File: src/rtl/instruction_fetch_unit_if.sv
// Byte-serial program loader and instruction issue bus of the instruction fetch unit.
// master drives the load/run controls, slave is the fetch unit itself.
interface instruction_fetch_unit_if #(
    parameter int unsigned PC_W = 4
);
    logic            load_start;
    logic [7:0]      byte_in;
    logic            byte_valid;
    logic            run_start;
    logic            stall;
    logic [15:0]     instruction;
    logic            en;
    logic [PC_W-1:0] pc;
    logic [PC_W:0]   prog_len;
    logic            busy;
    logic            done;

    modport master (
        output load_start, byte_in, byte_valid, run_start, stall,
        input  instruction, en, pc, prog_len, busy, done
    );

    modport slave (
        input  load_start, byte_in, byte_valid, run_start, stall,
        output instruction, en, pc, prog_len, busy, done
    );
endinterface

File: src/rtl/instruction_fetch_unit.sv
// Loads a program byte-serially into a small instruction store, then issues it one
// 16-bit word per cycle with an en strobe; supports stall and a halt opcode (4'hF).
module instruction_fetch_unit #(
    parameter int unsigned DEPTH = 16,
    parameter int unsigned PC_W  = 4
) (
    input logic                     clk,
    input logic                     rst,
    instruction_fetch_unit_if.slave bus
);
    typedef enum logic [1:0] {StIdle, StLoad, StRun, StDone} state_e;

    localparam logic [PC_W:0] FullLen = (PC_W + 1)'(DEPTH);

    state_e          state_q, state_d;
    logic [PC_W-1:0] pc_q, pc_d;
    logic [PC_W:0]   len_q, len_d;
    logic            phase_q, phase_d;
    logic [7:0]      hi_q, hi_d;
    logic [15:0]     instr_q, instr_d;
    logic            en_q, en_d;
    logic            mem_we;
    logic [15:0]     mem [DEPTH];
    logic [15:0]     mem_word;
    logic [PC_W:0]   pc_inc;
    logic [PC_W:0]   len_inc;

    assign mem_word = mem[pc_q];
    assign pc_inc   = {1'b0, pc_q} + 1'b1;
    assign len_inc  = len_q + 1'b1;

    always_comb begin
        state_d = state_q;
        pc_d    = pc_q;
        len_d   = len_q;
        phase_d = phase_q;
        hi_d    = hi_q;
        instr_d = instr_q;
        en_d    = 1'b0;
        mem_we  = 1'b0;
        // load_start wins over everything else in every state
        if (bus.load_start) begin
            state_d = StLoad;
            len_d   = '0;
            phase_d = 1'b0;
            pc_d    = '0;
        end else begin
            unique case (state_q)
                StIdle, StDone: begin
                    if (bus.run_start) begin
                        pc_d    = '0;
                        state_d = (len_q != '0) ? StRun : StDone;
                    end
                end
                StLoad: begin
                    if (bus.run_start) begin
                        phase_d = 1'b0;
                        pc_d    = '0;
                        state_d = (len_q != '0) ? StRun : StDone;
                    end else if (bus.byte_valid) begin
                        if (!phase_q) begin
                            hi_d    = bus.byte_in;
                            phase_d = 1'b1;
                        end else begin
                            mem_we  = 1'b1;
                            len_d   = len_inc;
                            phase_d = 1'b0;
                            if (len_inc == FullLen) state_d = StIdle;
                        end
                    end
                end
                StRun: begin
                    if (!bus.stall) begin
                        if (mem_word[15:12] == 4'hF) begin
                            state_d = StDone;
                        end else begin
                            instr_d = mem_word;
                            en_d    = 1'b1;
                            pc_d    = pc_inc[PC_W-1:0];
                            if (pc_inc == len_q) state_d = StDone;
                        end
                    end
                end
                default: state_d = StIdle;
            endcase
        end
    end

    always_ff @(posedge clk) begin
        if (rst) begin
            state_q <= StIdle;
            pc_q    <= '0;
            len_q   <= '0;
            phase_q <= 1'b0;
            hi_q    <= '0;
            instr_q <= '0;
            en_q    <= 1'b0;
        end else begin
            state_q <= state_d;
            pc_q    <= pc_d;
            len_q   <= len_d;
            phase_q <= phase_d;
            hi_q    <= hi_d;
            instr_q <= instr_d;
            en_q    <= en_d;
        end
    end

    // Program store is never cleared; prog_len alone defines what is valid.
    always_ff @(posedge clk) begin
        if (mem_we && !rst) mem[len_q[PC_W-1:0]] <= {hi_q, bus.byte_in};
    end

    assign bus.instruction = instr_q;
    assign bus.en          = en_q;
    assign bus.pc          = pc_q;
    assign bus.prog_len    = len_q;
    assign bus.busy        = (state_q == StLoad) || (state_q == StRun);
    assign bus.done        = (state_q == StDone);
endmodule
File: src/flat_wrapper.sv
// flat-port wrapper written by rule: the top's interface ports become plain ports
module instruction_fetch_unit_flat 
#(
    parameter int unsigned DEPTH = 16,
    parameter int unsigned PC_W  = 4
)
  (clk, rst, bus_load_start, bus_byte_in, bus_byte_valid, bus_run_start, bus_stall, bus_instruction, bus_en, bus_pc, bus_prog_len, bus_busy, bus_done);
  instruction_fetch_unit_if #(.PC_W(PC_W)) bus_i ();
  input logic clk;
  input logic rst;
  input wire logic [$bits(bus_i.load_start)-1:0] bus_load_start;
  input wire logic [$bits(bus_i.byte_in)-1:0] bus_byte_in;
  input wire logic [$bits(bus_i.byte_valid)-1:0] bus_byte_valid;
  input wire logic [$bits(bus_i.run_start)-1:0] bus_run_start;
  input wire logic [$bits(bus_i.stall)-1:0] bus_stall;
  output wire logic [$bits(bus_i.instruction)-1:0] bus_instruction;
  output wire logic [$bits(bus_i.en)-1:0] bus_en;
  output wire logic [$bits(bus_i.pc)-1:0] bus_pc;
  output wire logic [$bits(bus_i.prog_len)-1:0] bus_prog_len;
  output wire logic [$bits(bus_i.busy)-1:0] bus_busy;
  output wire logic [$bits(bus_i.done)-1:0] bus_done;
  assign bus_i.load_start = bus_load_start;
  assign bus_i.byte_in = bus_byte_in;
  assign bus_i.byte_valid = bus_byte_valid;
  assign bus_i.run_start = bus_run_start;
  assign bus_i.stall = bus_stall;
  assign bus_instruction = bus_i.instruction;
  assign bus_en = bus_i.en;
  assign bus_pc = bus_i.pc;
  assign bus_prog_len = bus_i.prog_len;
  assign bus_busy = bus_i.busy;
  assign bus_done = bus_i.done;
  instruction_fetch_unit #(.DEPTH(DEPTH), .PC_W(PC_W)) u_core (.clk(clk), .rst(rst), .bus(bus_i));
endmodule
File: config.mk
export PLATFORM = sky130hd
export DESIGN_NAME = instruction_fetch_unit_flat
export DESIGN_NICKNAME = d
export VERILOG_FILES = /design/src/rtl/instruction_fetch_unit_if.sv /design/src/rtl/instruction_fetch_unit.sv /design/src/flat_wrapper.sv
export SDC_FILE = /design/constraint.sdc
export NUM_CORES = 1
export LEC_CHECK = 0
export CORE_MARGIN = 2
export CORE_UTILIZATION = 45
export DETAILED_ROUTE_END_ITERATION = 6
export GPL_ROUTABILITY_DRIVEN = 0
export GPL_TIMING_DRIVEN = 0
export PLACE_DENSITY = 0.7
export SETUP_SLACK_MARGIN = 0.3
export SYNTH_ARGS = -nofsm -noshare
export SYNTH_HDL_FRONTEND = slang
export SYNTH_SLANG_ARGS = --single-unit
File: constraint.sdc
create_clock -name clk -period 7.75 [get_ports clk]
set_input_delay 2.325 -clock clk [delete_from_list [all_inputs] [get_ports clk]]
set_output_delay 2.325 -clock clk [all_outputs]
set_load 0.1 [all_outputs]
# Word-level counts from Yosys, hierarchy flattened
# Memories as Yosys holds them, arrays and structs flattened. A register that Yosys moved wholly into a read port is not among the register bits.
# Cells that the tools add are included.
[totals] reg_bits=37 ramBits=256 inputBits=14 output_inout_bits=28 wordCells=82 mem_count=1
[mem_list] memory="u_core.mem" words=16 width=16 read_ports=1 rd_clocked_by_memory_dff=1 wr=1 line_no="instruction_fetch_unit.sv:23" text="logic [15:0] mem [DEPTH];"
[classes] add_sub_neg=2 n_eq_ne=20 n_mux=28 bitwise_logic=6 reduce_logical=17
[ops] op="$mux W4" n=5
[ops] op="$mux W2" n=8
[ops] op="$mux W1" n=13
[ops] op="$reduce_and A6 Y1" n=2
[ops] op="$ne A3 B3 Y1 const B" n=3
[ops] op="$ne A4 B3 Y1 const B" n=2
[ops] op="$pmux W4 S2" n=1
[ops] op="$reduce_and A4 Y1" n=2
[ops] op="$ne A2 B2 Y1 const B" n=3
[ops] op="$ne A3 B2 Y1 const B" n=2
[ops] op="$not A1 Y1" n=6
[ops] op="$pmux W2 S3" n=1
[ops] op="$add A4 B1 Y5 const B" n=1
[ops] op="$add A5 B1 Y5 const B" n=1
[ops] op="$eq A5 B5 Y1" n=1
[ops] op="$eq A5 B5 Y1 const B" n=1
[ops] op="$reduce_and A5 Y1" n=1
[ops] op="$reduce_bool A5 Y1" n=1
[ops] op="$eq A2 B2 Y1 const B" n=2
[ops] op="$eq A4 B4 Y1 const B" n=1
[ops] op="$ne A4 B2 Y1 const B" n=1
[ops] op="$ne A4 B4 Y1 const B" n=1
[ops] op="$reduce_or A2 Y1" n=2
[ops] op="$reduce_or A4 Y1" n=1
[ops] op="other kinds (11)" n=11

# Logic depth before layout (Yosys ltp)
[depth] depth_word=8 depth_mapped=10 mapped_depth_nobuf=8

# Least setup slack after synthesis
# OpenSTA, ideal clock, no wires.
[synth_path] path_kind="in2reg" from="in bus_run_start" to="mem u_core.mem[3][0] (enable)" setup_time_ns=0.409 arrival_ns=4.227 required_ns=7.341 setup_slack_ns=3.114 stages=6 path_buffers=1 cell_sequence="nor2b_1 -> and3_1 -> clkbuf_1 -> and2_1 -> nand2_1 -> nor3_1"
[synth_via] elab_chain_len=6
[synth_rtl] element="start: declaration" line_no="flat_wrapper.sv:14" text="input wire logic [$bits(bus_i.run_start)-1:0] bus_run_start;"
[synth_rtl] element="$mux W1" line_no="instruction_fetch_unit.sv:56" text="if (bus.run_start) begin"
[synth_rtl] element="$mux W1" line_no="instruction_fetch_unit.sv:48" text="unique case (state_q)"
[synth_rtl] element="$mux W1" line_no="instruction_fetch_unit.sv:42" text="if (bus.load_start) begin"
[synth_rtl] element="$logic_and A1 B1 Y1" line_no="instruction_fetch_unit.sv:111" text="if (mem_we && !rst) mem[len_q[PC_W-1:0]] <= {hi_q, bus.byte_in};"
[synth_rtl] element="$mux W1" line_no="instruction_fetch_unit.sv:111"
[synth_rtl] element="$mux W1 (not written as such)" line_no="instruction_fetch_unit.sv:111"
[synth_rtl] element="end: declaration" line_no="instruction_fetch_unit.sv:23"
# No other way between the ends.

# Final worst setup path
[layout_path] from="reg u_core.state_q[0]" to="out bus_busy"
[layout_via] elab_chain_len=2 elab_cells_between_ends=3 classes_between="eq/ne: 2; reduce/logical: 1"
[layout_rtl] element="start: declaration" line_no="instruction_fetch_unit.sv:15" text="state_e state_q, state_d;"
[layout_rtl] element="start signal: assignment" line_no="instruction_fetch_unit.sv:91" text="state_q <= StIdle;"
[layout_rtl] element="start signal: assignment" line_no="instruction_fetch_unit.sv:99" text="state_q <= state_d;"
[layout_rtl] element="$eq A2 B1 Y1 or $eq A2 B2 Y1 (tied branches)" line_no="instruction_fetch_unit.sv:118" text="assign bus.busy = (state_q == StLoad) || (state_q == StRun);"
[layout_rtl] element="$logic_or A1 B1 Y1 (*)" line_no="instruction_fetch_unit.sv:118"
[layout_rtl] element="end: declaration" line_no="flat_wrapper.sv:20" text="output wire logic [$bits(bus_i.busy)-1:0] bus_busy;"
# Mark *: on every way between the ends. The rest lies on a longest branch, timed or not.

==> flow_metrics.tcl <==
set metrics [dict create \
    clockBufferDepth 3 \
    numCtsBuffers 28 \
    finalHoldViolCount 0 \
    ir_drop_mv 0.157 \
    p_per_area_nw_per_um2 227 \
    finalCoreUtilization_pct 53.7 \
    rsz0062_at_grt "false" \
    path_class "flip-flop to output port" \
    synth_edf_count 256 \
    min_to "u_core.bus.instruction[13]" \
    period_needed_ns 4.87 \
    fin_skew_ns 0.0114 \
    endpoint_kind "output port" \
    grt_max_degree 18 \
    syn_to_final_growth_pct 16.7 \
    path_clk_slew_ns 0.06 \
    worstPathMaxFanout 4 \
    cts_post_setup_buffers_inserted 0 \
    die_area_um2 27100 \
    cts_tree "done" \
    rr_endpoint "u_core.bus.instruction[1]" \
    slew_viol_final 0 \
    wirelength_um 25000 \
    drive_gt1_share_pct 22.9 \
    cp-start-kind "flip-flop" \
    portBuffers 40 \
    synth_top_area_share_pct 66.1 \
    synth_top_area_cell "edfxtp_1" \
    p_leak_nw 4.08 \
    grt_pass1_vias 6039 \
    grt_pass1_wl_um 37900 \
    timing.fmax_mhz 205 \
    track_usage_pct 19.2 \
    antenna_left 0 \
    drcViolationCount 0 \
    clock-root-buffer "clkbuf_16" \
    dr.pass1.iters 5 \
    nNetsFinal 699 \
    ys_seq_area_share_pct 73.2 \
    synth_ff_type "edfxtp_1" \
    maxCapViolations 0 \
    clock_sinks 297 \
    wire_per_inst_um 24.3 \
    finalSetupTns_ns 0 \
    yosysWarnings 0 \
    hp-class "flip-flop to flip-flop" \
    power_mw 3.08 \
    synthCells 590 \
    synth_nets 613 \
    syn-cell-area_um2 11600 \
    pin_count 42 \
    h-tree-depth 1 \
    min_from "u_core.bus.instruction[13]" \
    antenna_found_initial 0 \
    setup_viol 0 \
    fp.coreArea_um2 25300 \
    start_util_pct 46.0 \
    tightest_slew_ns 1.14 \
    routed_via_density 5.67 \
    syn_area_per_cell_um2 19.7 \
    r2r_cells 8 \
    layout_common_cells "edfxtp_1, mux4_2, dfxtp_1" \
    final.period_utilization_pct 62.8 \
    die_width_um 165 \
    ys_top_cells_by_area "edfxtp_1, mux4_2, dfxtp_1" \
    die_h_um 165 \
    overflow 0 \
    diodes 0 \
    status "finished clean" \
    rows 58 \
    final_common_cell "edfxtp_1" \
    worstPathArrival_ns 2.54 \
    synth_cell_types 45 \
    async_flop_share_pct 0 \
    cts_resized 0 \
    slew_headroom_pct 23.8 \
    min_path_cells 2 \
    drtIter0Drc 506 \
    ctsHoldBuffers 0 \
    placed_area_um2 12700 \
    num_vias 5828 \
    synth_seq_cells 297 \
    clkLatencyLatePin_ns 0.53 \
    cp.required_ns 5.43 \
    ff2ff_setup_slack_ns 4.62 \
    fin_area_um2 13600 \
    hpwlAfterDp_um 16600 \
]
[flip-flops by register name (all words and copies together), names as in the netlist, named ones only]
| signal | count |
|---|---|
| u_core.mem | 256 |
| u_core.bus.pc | 4 |
| u_core.phase_q | 1 |
| u_core.state_q | 2 |
| u_core.hi_q | 8 |
| u_core.bus.en | 1 |
| u_core.bus.prog_len | 5 |
| u_core.bus.instruction | 16 |
[worst max-delay path by stage]
stage / from / endpoint / slack (ns)
2_1_floorplan: bus_run_start / u_core.mem[3][0] / 3.11
3_3_place_gp: bus_run_start / u_core.mem[0][7] / 1.04
3_5_place_dp: bus_run_start / u_core.mem[1][6] / 2.40
4_1_cts: u_core.state_q[0] / bus_busy / 2.88
5_1_grt: bus_run_start / u_core.mem[1][6] / 2.69
6_report: u_core.state_q[0] / bus_busy / 2.88
[cell type report]
type / instances / area (µm²)
Fill cell: 1928 / 11700
Sequential cell: 297 / 8510
Multi-Input combinational cell: 255 / 2980
Clock buffer: 45 / 816
Timing Repair Buffer: 56 / 618
Tap cell: 330 / 413
Buffer: 29 / 164
Clock inverter: 7 / 38.8
Inverter: 9 / 33.8
[Yosys cell counts, drive strengths merged (7+ instances only)]
cell type / n
mux2i: 29
nor2: 46
mux4: 76
o21ai: 7
buf: 16
nor3: 9
ha: 9
dfxtp: 41
inv: 8
nand3: 10
clkbuf: 13
edfxtp: 256
nand2: 19
[metrics by stage]
stage | worst slack, ns | cells | hold slack (ns)
after floorplan | 3.11 | 590 | 0.507
after global placement | 1.04 | 960 | 0.451
after detailed placement | 2.40 | 976 | 0.463
after CTS | 2.88 | 1028 | 0.476
after global routing | 2.69 | 1028 | 0.497
final | 2.88 | 1028 | 0.481
[layer usage]
| metal | track usage [%] | vias to the layer above | part of all wire [%] |
|---|---|---|---|
| met1 | 26.7 | 3042 | 42 |
| met3 | 2.49 | 26 | 6.1 |
| met4 | 3.91 | 0 | 1.4 |
| met2 | 33.0 | 210 | 51 |
| li1 | - | 2550 | - |
| met5 | 0 | - | 0 |
[logic make-up (layout without fill, tap and decap cells)]
family,count (synthesis),in the layout,share of synthesized area [%]
flip-flops,297,297,73.2
AND/OR/NAND/NOR,106,106,4.29
multiplexers,105,105,17.4
buffers and inverters,38,146,1.70
AO/OA/AOI/OAI,27,27,1.68
adder cells (fa/ha/maj),9,9,0.969
XOR/XNOR,8,8,0.732
[worst max-delay path, stage by stage, from the launching register on]
cell,delay (ns)
dfxtp_1,0.39
inv_1,0.06
ha_1,0.30
inv_1,0.11
clkdlybuf4s50_1,1.14
[where the power goes]
group	switching [mW]	internal, mW	leakage (nW)
Sequential	0.00667	1.73	2.44
Combinational	0.0522	0.0228	1.22
Clock	0.554	0.719	0.412
Total	0.613	2.47	4.08
Note: power is estimated with default switching activity, not from simulation.
